--- src/rtl/store_aligner.sv ---
// Store-path byte-lane packer: replicates sb/sh/sw data across the word, builds
// little-endian byte enables and runs a req/ack write with timeout to data memory.
module store_aligner #(
  parameter int unsigned ACK_TIMEOUT = 16
) (
  input  logic        clk,
  input  logic        rst,
  input  logic        st_valid,
  output logic        st_ready,
  input  logic [31:0] st_addr,
  input  logic [31:0] st_data,
  input  logic [1:0]  st_size,
  output logic        st_done,
  output logic        st_fault,
  output logic [1:0]  st_cause,
  output logic        mem_req,
  output logic [31:0] mem_addr,
  output logic [31:0] mem_wdata,
  output logic [3:0]  mem_be,
  input  logic        mem_ack
);

  typedef enum logic [1:0] {
    S_IDLE,
    S_REQ,
    S_DONE,
    S_FAULT
  } state_t;

  localparam logic [1:0] C_NONE     = 2'b00;
  localparam logic [1:0] C_MISALIGN = 2'b01;
  localparam logic [1:0] C_ILLEGAL  = 2'b10;
  localparam logic [1:0] C_TIMEOUT  = 2'b11;
  localparam logic [7:0] LP_LAST    = 8'(ACK_TIMEOUT - 1);

  state_t      r_state;
  logic [7:0]  r_cnt;
  logic        r_done;
  logic        r_fault;
  logic [1:0]  r_cause;
  logic        r_mem_req;
  logic [31:0] r_mem_addr;
  logic [31:0] r_mem_wdata;
  logic [3:0]  r_mem_be;

  logic [3:0]  w_be;
  logic [31:0] w_wdata;
  logic [1:0]  w_cause;

  // Illegal size is decided before alignment so size 11 always reports cause 10.
  always_comb begin
    w_be    = '0;
    w_wdata = st_data;
    w_cause = C_NONE;
    case (st_size)
      2'b00: begin
        w_be    = 4'b0001 << st_addr[1:0];
        w_wdata = {4{st_data[7:0]}};
      end
      2'b01: begin
        w_be    = st_addr[1] ? 4'b1100 : 4'b0011;
        w_wdata = {2{st_data[15:0]}};
        if (st_addr[0]) w_cause = C_MISALIGN;
      end
      2'b10: begin
        w_be    = 4'b1111;
        w_wdata = st_data;
        if (st_addr[1:0] != 2'b00) w_cause = C_MISALIGN;
      end
      default: w_cause = C_ILLEGAL;
    endcase
  end

  always_ff @(posedge clk or posedge rst) begin
    if (rst) begin
      r_state     <= S_IDLE;
      r_cnt       <= '0;
      r_done      <= 1'b0;
      r_fault     <= 1'b0;
      r_cause     <= C_NONE;
      r_mem_req   <= 1'b0;
      r_mem_addr  <= '0;
      r_mem_wdata <= '0;
      r_mem_be    <= '0;
    end else begin
      r_done  <= 1'b0;
      r_fault <= 1'b0;
      r_cause <= C_NONE;
      case (r_state)
        S_IDLE: begin
          if (st_valid) begin
            if (w_cause != C_NONE) begin
              r_state <= S_FAULT;
              r_fault <= 1'b1;
              r_cause <= w_cause;
            end else begin
              r_state     <= S_REQ;
              r_cnt       <= '0;
              r_mem_req   <= 1'b1;
              r_mem_addr  <= {st_addr[31:2], 2'b00};
              r_mem_wdata <= w_wdata;
              r_mem_be    <= w_be;
            end
          end
        end
        S_REQ: begin
          if (mem_ack) begin
            r_state   <= S_DONE;
            r_done    <= 1'b1;
            r_mem_req <= 1'b0;
            r_mem_be  <= '0;
          end else if (r_cnt == LP_LAST) begin
            r_state   <= S_FAULT;
            r_fault   <= 1'b1;
            r_cause   <= C_TIMEOUT;
            r_mem_req <= 1'b0;
            r_mem_be  <= '0;
          end else begin
            r_cnt <= r_cnt + 8'd1;
          end
        end
        S_DONE:  r_state <= S_IDLE;
        S_FAULT: r_state <= S_IDLE;
        default: r_state <= S_IDLE;
      endcase
    end
  end

  assign st_ready  = (r_state == S_IDLE) && !rst;
  assign st_done   = r_done;
  assign st_fault  = r_fault;
  assign st_cause  = r_cause;
  assign mem_req   = r_mem_req;
  assign mem_addr  = r_mem_addr;
  assign mem_wdata = r_mem_wdata;
  assign mem_be    = r_mem_be;

endmodule
--- config.mk ---
export PLATFORM = sky130hd
export DESIGN_NAME = store_aligner
export DESIGN_NICKNAME = d
export VERILOG_FILES = /design/src/rtl/store_aligner.sv
export SDC_FILE = /design/constraint.sdc
export NUM_CORES = 1
export LEC_CHECK = 0
export ABC_CLOCK_PERIOD_IN_PS = 5100
export CORE_MARGIN = 1
export CORE_UTILIZATION = 45
export CTS_BUF_LIST = sky130_fd_sc_hd__clkbuf_16
export DETAILED_ROUTE_END_ITERATION = 16
export DONT_BUFFER_PORTS = 1
export GPL_ROUTABILITY_DRIVEN = 0
export SLEW_MARGIN = 20
export SYNTH_ARGS = -nofsm -noshare
export SYNTH_HDL_FRONTEND = slang
export SYNTH_SLANG_ARGS = --single-unit
--- constraint.sdc ---
create_clock -name clk -period 5.1 [get_ports clk]
set_input_delay 1.53 -clock clk [delete_from_list [all_inputs] [get_ports clk]]
set_output_delay 1.53 -clock clk [all_outputs]
set_load 0.02 [all_outputs]
After elaboration in Yosys (flattened, before gate mapping)

Cells that the tools add are included.

Register bits: 81
Output and inout bits: 74

Add/sub/neg operators: 1
Eq/ne operators: 11
Shifts and indexed selects: 1
Mux-type cells: 38
Bitwise logic cells: 1
Reductions and logical operators: 12

Operators with widths:

| kind                | number |
|---|---|
| $pmux 32 s2         | 1 |
| $mux 8              | 4 |
| $mux 4              | 5 |
| $mux 2              | 8 |
| $pmux 8 s2          | 1 |
| $mux 1              | 12 |
| $pmux 2 s3          | 2 |
| $pmux 4 s3          | 1 |
| $add 8x1->8 const B | 1 |
| $eq 8x4->1 const B  | 1 |
| $ne 2x2->1 const B  | 4 |
| $pmux 4 s2          | 1 |
| $eq 2x2->1 const B  | 3 |
| $reduce_bool 2->1   | 3 |
| $reduce_and 5->1    | 1 |
| $eq 2x1->1 const B  | 2 |
| $logic_not 2->1     | 2 |
| $pmux 1 s2          | 2 |
| $pmux 2 s2          | 1 |
| $reduce_and 4->1    | 1 |
| $shl 1x2->4 const A | 1 |
| $ne 3x3->1 const B  | 1 |
| $reduce_and 3->1    | 1 |
| $reduce_and 2->1    | 1 |
| 4 further kinds     | 4 |

Longest topological paths before layout

Gate-level depths: netlist of the first run.

Word-level depth: 7
Gate-level depth with buffers: 7
Mapped depth without buffers: 5

Least setup slack after synthesis of the first run

No wires, ideal clock.

Path kind: in2out
From: input port rst
To: output port st_ready
Arrival time: 1.985 ns
Data required time: 3.570 ns
Setup slack: 1.585 ns
Stages on the path: 1
Cells stage by stage: nor3_1

Cells in the longest elaborated chain, start to end: 2

RTL lines:

| item               | RTL line | RTL |
|---|---|---|
| start: declaration | 7        | `input logic rst,` |
| $logic_not 1->1    | 129      | `assign st_ready = (r_state == S_IDLE) && !rst;` |
| $logic_and 1x1->1  | 129      |  |
| end: declaration   | 9        | `output logic st_ready,` |

No other way between the ends.

Final worst setup path of the first run

Ends and elaborated chain as after synthesis.

==> run_results.csv, run 1 <==
group,metric,value,unit
outcome,status,"complete, no violations",
clocking,cts-resized-gates,0,
setup_path,path_buf_inv,0,
synthesis,synth_cell_types,44,
power,p_total,2.606,mW
worst_hold_path,whs_path_depth,1,
route,num_vias,2237,
route,wl_met1,3204,um
clocking,cts_tree,"yes",
worst_hold_path,hold_end,"r_cnt[7]",
synthesis,synth_edf_count,0,
power,pwr_density_cell,643.7,mW/mm2
die,die_x,92.74,um
power,internal_power,1.599,mW
route,firstDrtPassIters,4,
synthesis,synth-seq-area-share,54.71,%
global_route,first_global_vias,2254,
die,io_pins,144,
timing,clock.fmax,282.6,MHz
route,viasPerCell,5.403,
final_layout,diodes,0,
power,peakVddDrop,305.5,uV
clocking,htree_levels,3,
setup_path,rr_worst_depth,4,
setup_path,start_kind,"primary input",
route,dr_wl_met3,497,um
die,die_height,92.74,um
final_layout,nNetsFinal,378,
power,seqPwrFrac,57.0,%
route,routed.top_layer,"met4",
clocking,clk_path_buf_depth,2,
power,switching_power,1.007,mW
setup_path,reg2reg_setup_slack,3.41,ns
placed_design,placed_cell_area,0.003759,mm2
clocking,cts_buffers,9,
timing,final.setup.tns,0,ns
setup_path,critPathMaxStageDelay,0.48,ns
placed_design,io_buffer_count,0,
final_layout,final_common_cell,"dfrtp_1",
synthesis,synthFlopType,"dfrtp_1",
timing,max_slew_margin,39.56,%
worst_hold_path,worstHoldStart,"r_cnt[7]",
placed_design,dp_hpwl,5054,um
timing,skew,0.007971,ns
synthesis,netlist_area,0.003705,mm2
die,rows,32,
final_layout,seqCellArea,0.002027,mm2
timing,rsz0062_at_grt,"no",
route,drcViolationCount,0,
clocking,worstSkewPairLatency,0.32,ns
timing,min_period_over_period,69.39,%
power,comb_power_share,19.3,%
final_layout,multi_input_area,0.001556,mm2
power,clockPowerShare,23.7,%
setup_path,worstReg2RegStart,"r_cnt[4]",
final_layout,final_core_util,51.58,%
global_route,grt_pass1_wl,11740,um
worst_hold_path,hp-class,"flop to flop",
setup_path,worstSetupPathType,"primary input to output port",
clocking,cts-root-buf,"clkbuf_16",
route,antenna_left,0,
clocking,post_cts_buffers,0,
global_route,gr-total-overflow,0,
job,max-cap-violations,0,
final_layout,area_growth,9.254,%
route,initialDrtViolationCount,84,
timing,hold_viol,0,
setup_path,endpoint_kind,"output port",
synthesis,syn_inst,311,
setup_path,critical_path_required,3.57,ns
final_layout,fillCellCount,718,
final_layout,final_layout_size_suffix_gt1_share,20.51,%
final_layout,stdcell_area,0.004048,mm2
power,p_sw_share,38.65,%
final_layout,layout_common_cells,"81 x dfrtp_1, 38 x nand2_1, 34 x o21ai_0, 25 x mux2_4, 24 x mux2i_1",
die,initial_utilization,47.21,%
setup_path,cp.arrival,2.01,ns
synthesis,synth-seq-cells,81,
synthesis,postSynthAreaPerCell,11.91,um2
die,coreArea,0.007848,mm2
timing,worst_pin_slew,0.9056,ns
timing,min_period,3.539,ns
clocking,cts_sinks,81,
placed_design,pre_cts_slack,1.566,ns
clocking,ctsHoldBuffers,0,
setup_path,r2r_end,"r_cnt[3]",
route,drt-wirelength-per-cell,17.73,um
route,routed_wl,7342,um
global_route,track_usage,17.83,%
setup_path,slowest_stage,"nor3_1",
clocking,clk_pin_slew,0.06,ns
route,routed-wl-met2,3540,um
timing,setup_slack,1.561,ns
global_route,antenna_found_initial,0,
timing,slew_viol_final,0,
setup_path,cp_cell_sequence,"nor3_1",
power,p_leak,1.871,nW
timing,setup_viol,0,
setup_path,worstPathMaxFanout,2,
synthesis,async_flop_share,100.0,%
setup_path,path_delay_family,"simple AND/OR/NAND/NOR gates",
global_route,grt_max_degree,61,
die,dieArea,0.008600,mm2
synthesis,ys_warn_count,0,
==> stage by stage <==
stage	hold WS [ns]	std cells
floorplan	0.4512	312
global placement	0.4840	398
detailed placement	0.4844	398
CTS	0.4934	414
global route	0.5136	414
finish	0.4982	414
==> power groups by stage <==
stage	Combinational, mW	Sequential, mW	Clock, mW
global route	0.567	1.52	0.665
detailed placement	0.513	1.50	0
floorplan	0.463	1.42	0
finish	0.504	1.48	0.617
CTS	0.512	1.49	0.637
global placement	0.496	1.50	0
==> Yosys cell counts (2+ instances only) <==
cell / count / area, um2
inv_1: 3 / 11.26
a31oi_1: 4 / 25.02
nor3b_2: 2 / 25.02
o21ai_0: 34 / 170.2
mux2i_1: 24 / 240.2
nand3_1: 4 / 20.02
nor2b_1: 2 / 12.51
mux2_2: 13 / 146.4
mux2_4: 25 / 375.4
o32ai_1: 2 / 17.52
nor3_1: 2 / 10.01
buf_4: 3 / 22.52
buf_6: 4 / 45.04
o21a_1: 2 / 15.01
clkbuf_1: 4 / 15.01
buf_2: 6 / 30.03
nor3b_1: 2 / 15.01
nand2b_1: 2 / 12.51
dfrtp_1: 81 / 2027
nor2_1: 17 / 63.81
nand2_1: 38 / 142.6
a21oi_1: 14 / 70.07
and2_1: 2 / 12.51
==> final cells by class <==
type,instances,share of cell area [%]
well taps,102,3.153
inverters,3,0.3091
repair buffers,3,0.8655
multi-input cells,209,38.45
flip-flops and latches,81,50.08
clock buffers,9,5.564
clock inverters,7,1.577
==> worst max path at each step <==
stage,start,endpoint,slack [ns],depth (start not counted)
floorplan,rst,mem_addr[10],1.49,1
global placement,rst,st_ready,1.56,1
detailed placement,rst,st_ready,1.57,1
CTS,rst,st_ready,1.56,1
global route,rst,st_ready,1.52,1
finish,rst,st_ready,1.56,1
==> cell families after synthesis <==
group | count (synthesis) | share of synthesized area, %
compound gates | 66 | 10.50
xor+xnor | 2 | 0.4729
fa+ha+maj | 1 | 0.3377
buf+inv | 22 | 3.579
flops | 81 | 54.71
mux | 62 | 20.57
other cells | 1 | 0.1012
simple gates | 76 | 9.727
==> registers in the layout, indices dropped and copies added, names as in the netlist <==
name,flops
r_state,2
st_cause,2
st_done,1
r_cnt,8
mem_req,1
mem_wdata,32
st_fault,1
mem_addr,30
mem_be,4
==> metal layers <==
metal / vias to the layer above / global-route usage (%)
met5: - / 0
met4: 0 / 7.949
met3: 8 / 6.240
met2: 70 / 27.35
met1: 1087 / 22.72
li1: 1072 / -
Power figures use the tool's default switching activity.
==> run 2: changes to the inputs <==
ABC_CLOCK_PERIOD_IN_PS = 3400   (was 5100)
clock period = 3.4 ns   (was 5.1 ns; I/O delays follow)
==> run 2 against run 1 <==
  * Utilization up 0.92 points
  * Non-clock buffer count up 2
  * Clock skew down 0.00086 ns
  * Register-to-register slack worse by 1.7 ns
  * Wire length up 1.0%
  * Global-route usage up 0.53 points
  * Clock power up 88%
  * Die area unchanged
  * Final area up 1.8%
  * Combinational power up 51%
  * Critical endpoint unchanged
  * Largest cell class unchanged
  * Highest routed layer unchanged
==> run_results.csv, run 2 (synthesis results as in run 1) <==
group,metric,value,unit
final_layout,final_layout_size_suffix_gt1_share,21.66,%
setup_path,slowest_stage,"nor3_1",
timing,min_period_over_period,73.95,%
timing,hold_viol,0,
clocking,ctsHoldBuffers,0,
clocking,cts_buffers,9,
worst_hold_path,hp-class,"flop to flop",
power,peakVddDrop,399.0,uV
setup_path,path_buf_inv,0,
timing,setup_viol,0,
final_layout,final_core_util,52.50,%
timing,max_slew_margin,49.11,%
setup_path,cp.arrival,1.49,ns
route,antenna_left,0,
timing,final.setup.tns,0,ns
route,num_vias,2301,
power,comb_power_share,18.3,%
setup_path,critPathMaxStageDelay,0.47,ns
clocking,cts_sinks,81,
final_layout,layout_common_cells,"81 x dfrtp_1, 38 x nand2_1, 34 x o21ai_0, 25 x mux2_4, 24 x mux2i_1",
route,viasPerCell,5.531,
final_layout,diodes,0,
timing,slew_viol_final,0,
global_route,grt_pass1_wl,12010,um
placed_design,io_buffer_count,0,
power,internal_power,2.622,mW
die,io_pins,144,
setup_path,endpoint_kind,"output port",
setup_path,worstPathMaxFanout,2,
setup_path,start_kind,"primary input",
final_layout,final_common_cell,"dfrtp_1",
route,routed_wl,7417,um
setup_path,path_delay_family,"simple AND/OR/NAND/NOR gates",
power,seqPwrFrac,53.7,%
setup_path,cp_cell_sequence,"nor3_1",
clocking,htree_levels,3,
timing,min_period,2.514,ns
final_layout,largest_register_ffs,32,
die,die_x,92.74,um
clocking,clk_pin_slew,0.06,ns
final_layout,area_growth,11.21,%
timing,worst_pin_slew,0.7625,ns
timing,hold-worst-slack,0.4996,ns
final_layout,nNetsFinal,380,
power,p_leak,1.917,nW
global_route,gr-total-overflow,0,
clocking,cts-root-buf,"clkbuf_16",
power,switching_power,1.525,mW
final_layout,fillCellCount,708,
global_route,antenna_found_initial,0,
clocking,clk_path_buf_depth,2,
timing,skew,0.007112,ns
placed_design,dp_hpwl,5228,um
setup_path,worstSetupPathType,"primary input to output port",
die,die_height,92.74,um
route,initialDrtViolationCount,89,
clocking,cts-resized-gates,0,
clocking,post_cts_buffers,0,
global_route,first_global_vias,2287,
timing,rsz0062_at_grt,"no",
final_layout,instances_no_fill,416,
die,initial_utilization,47.21,%
global_route,grt_max_degree,45,
global_route,track_usage,18.37,%
setup_path,critical_path_required,2.38,ns
power,clockPowerShare,27.9,%
die,coreArea,0.007848,mm2
die,rows,32,
power,p_sw_share,36.78,%
route,drcViolationCount,0,
die,dieArea,0.008600,mm2
clocking,cts_tree,"yes",
clocking,worstSkewPairLatency,0.33,ns
power,pwr_density_cell,1006,mW/mm2
route,firstDrtPassIters,4,
outcome,status,"complete, no violations",
timing,clock.fmax,397.7,MHz
placed_design,dp_cells,400,
job,max-cap-violations,0,
route,drt-wirelength-per-cell,17.83,um
setup_path,reg2reg_setup_slack,1.68,ns
run 2: cell count changes in the layout (fill, tap and decap cells not counted), sizes merged:
| cell | delta |
|---|---|
| inv | -1 |
| clkinv | +1 |
| bufinv | +3 |
| buf | +2 |
| clkinvlp | -3 |
run 2: path summary, 6_finish.rpt:
kind | startpoint | end | cells past startpoint
min in group asynchronous | rst | r_state[0] | 1
hold reg to reg | r_cnt[7] | r_cnt[7] | 1
setup reg to reg | r_state[0] | r_cnt[1] | 5
hold / removal | r_cnt[7] | r_cnt[7] | 1
setup / recovery | rst | st_ready | 1
max in group asynchronous | rst | mem_addr[31] | 2
run 2: cell type report:
type                            count  area, um2  share of cell area, %
Tap cell                          102      127.6                  3.097
Clock buffer                        9      225.2                  5.466
Clock inverter                      7      133.9                  3.249
Multi-Input combinational cell    209       1556                  37.78
Timing Repair Buffer                5      37.54                 0.9110
Inverter                            3      12.51                 0.3037
Sequential cell                    81       2027                  49.20
run 2: power groups by stage:
| stage | Clock (mW) | Combinational, mW | Sequential (mW) |
|---|---|---|---|
| 2_1_floorplan | 0 | 0.695 | 2.14 |
| 3_3_place_gp | 0 | 0.741 | 2.24 |
| 3_5_place_dp | 0 | 0.772 | 2.25 |
| 4_1_cts | 1.18 | 0.771 | 2.24 |
| 5_1_grt | 1.23 | 0.857 | 2.29 |
| 6_report | 1.16 | 0.760 | 2.23 |
run 2: layer usage:
metal  GRT usage [%]  vias up  routed length [um]
met5               0        -                   0
met4           5.769        0                  70
met3           8.128       11                 599
met2           28.95       81                3670
met1           22.66     1130                3076
li1                -     1079                   -
run 2: stage by stage:
stage	setup WS [ns]	total power [mW]	instance area, um2
CTS	0.8831	4.197	4120
finish	0.8859	4.147	4120
global route	0.8375	4.372	4120
detailed placement	0.8840	3.022	3761
floorplan	0.2999	2.831	3709
global placement	0.8842	2.984	3761
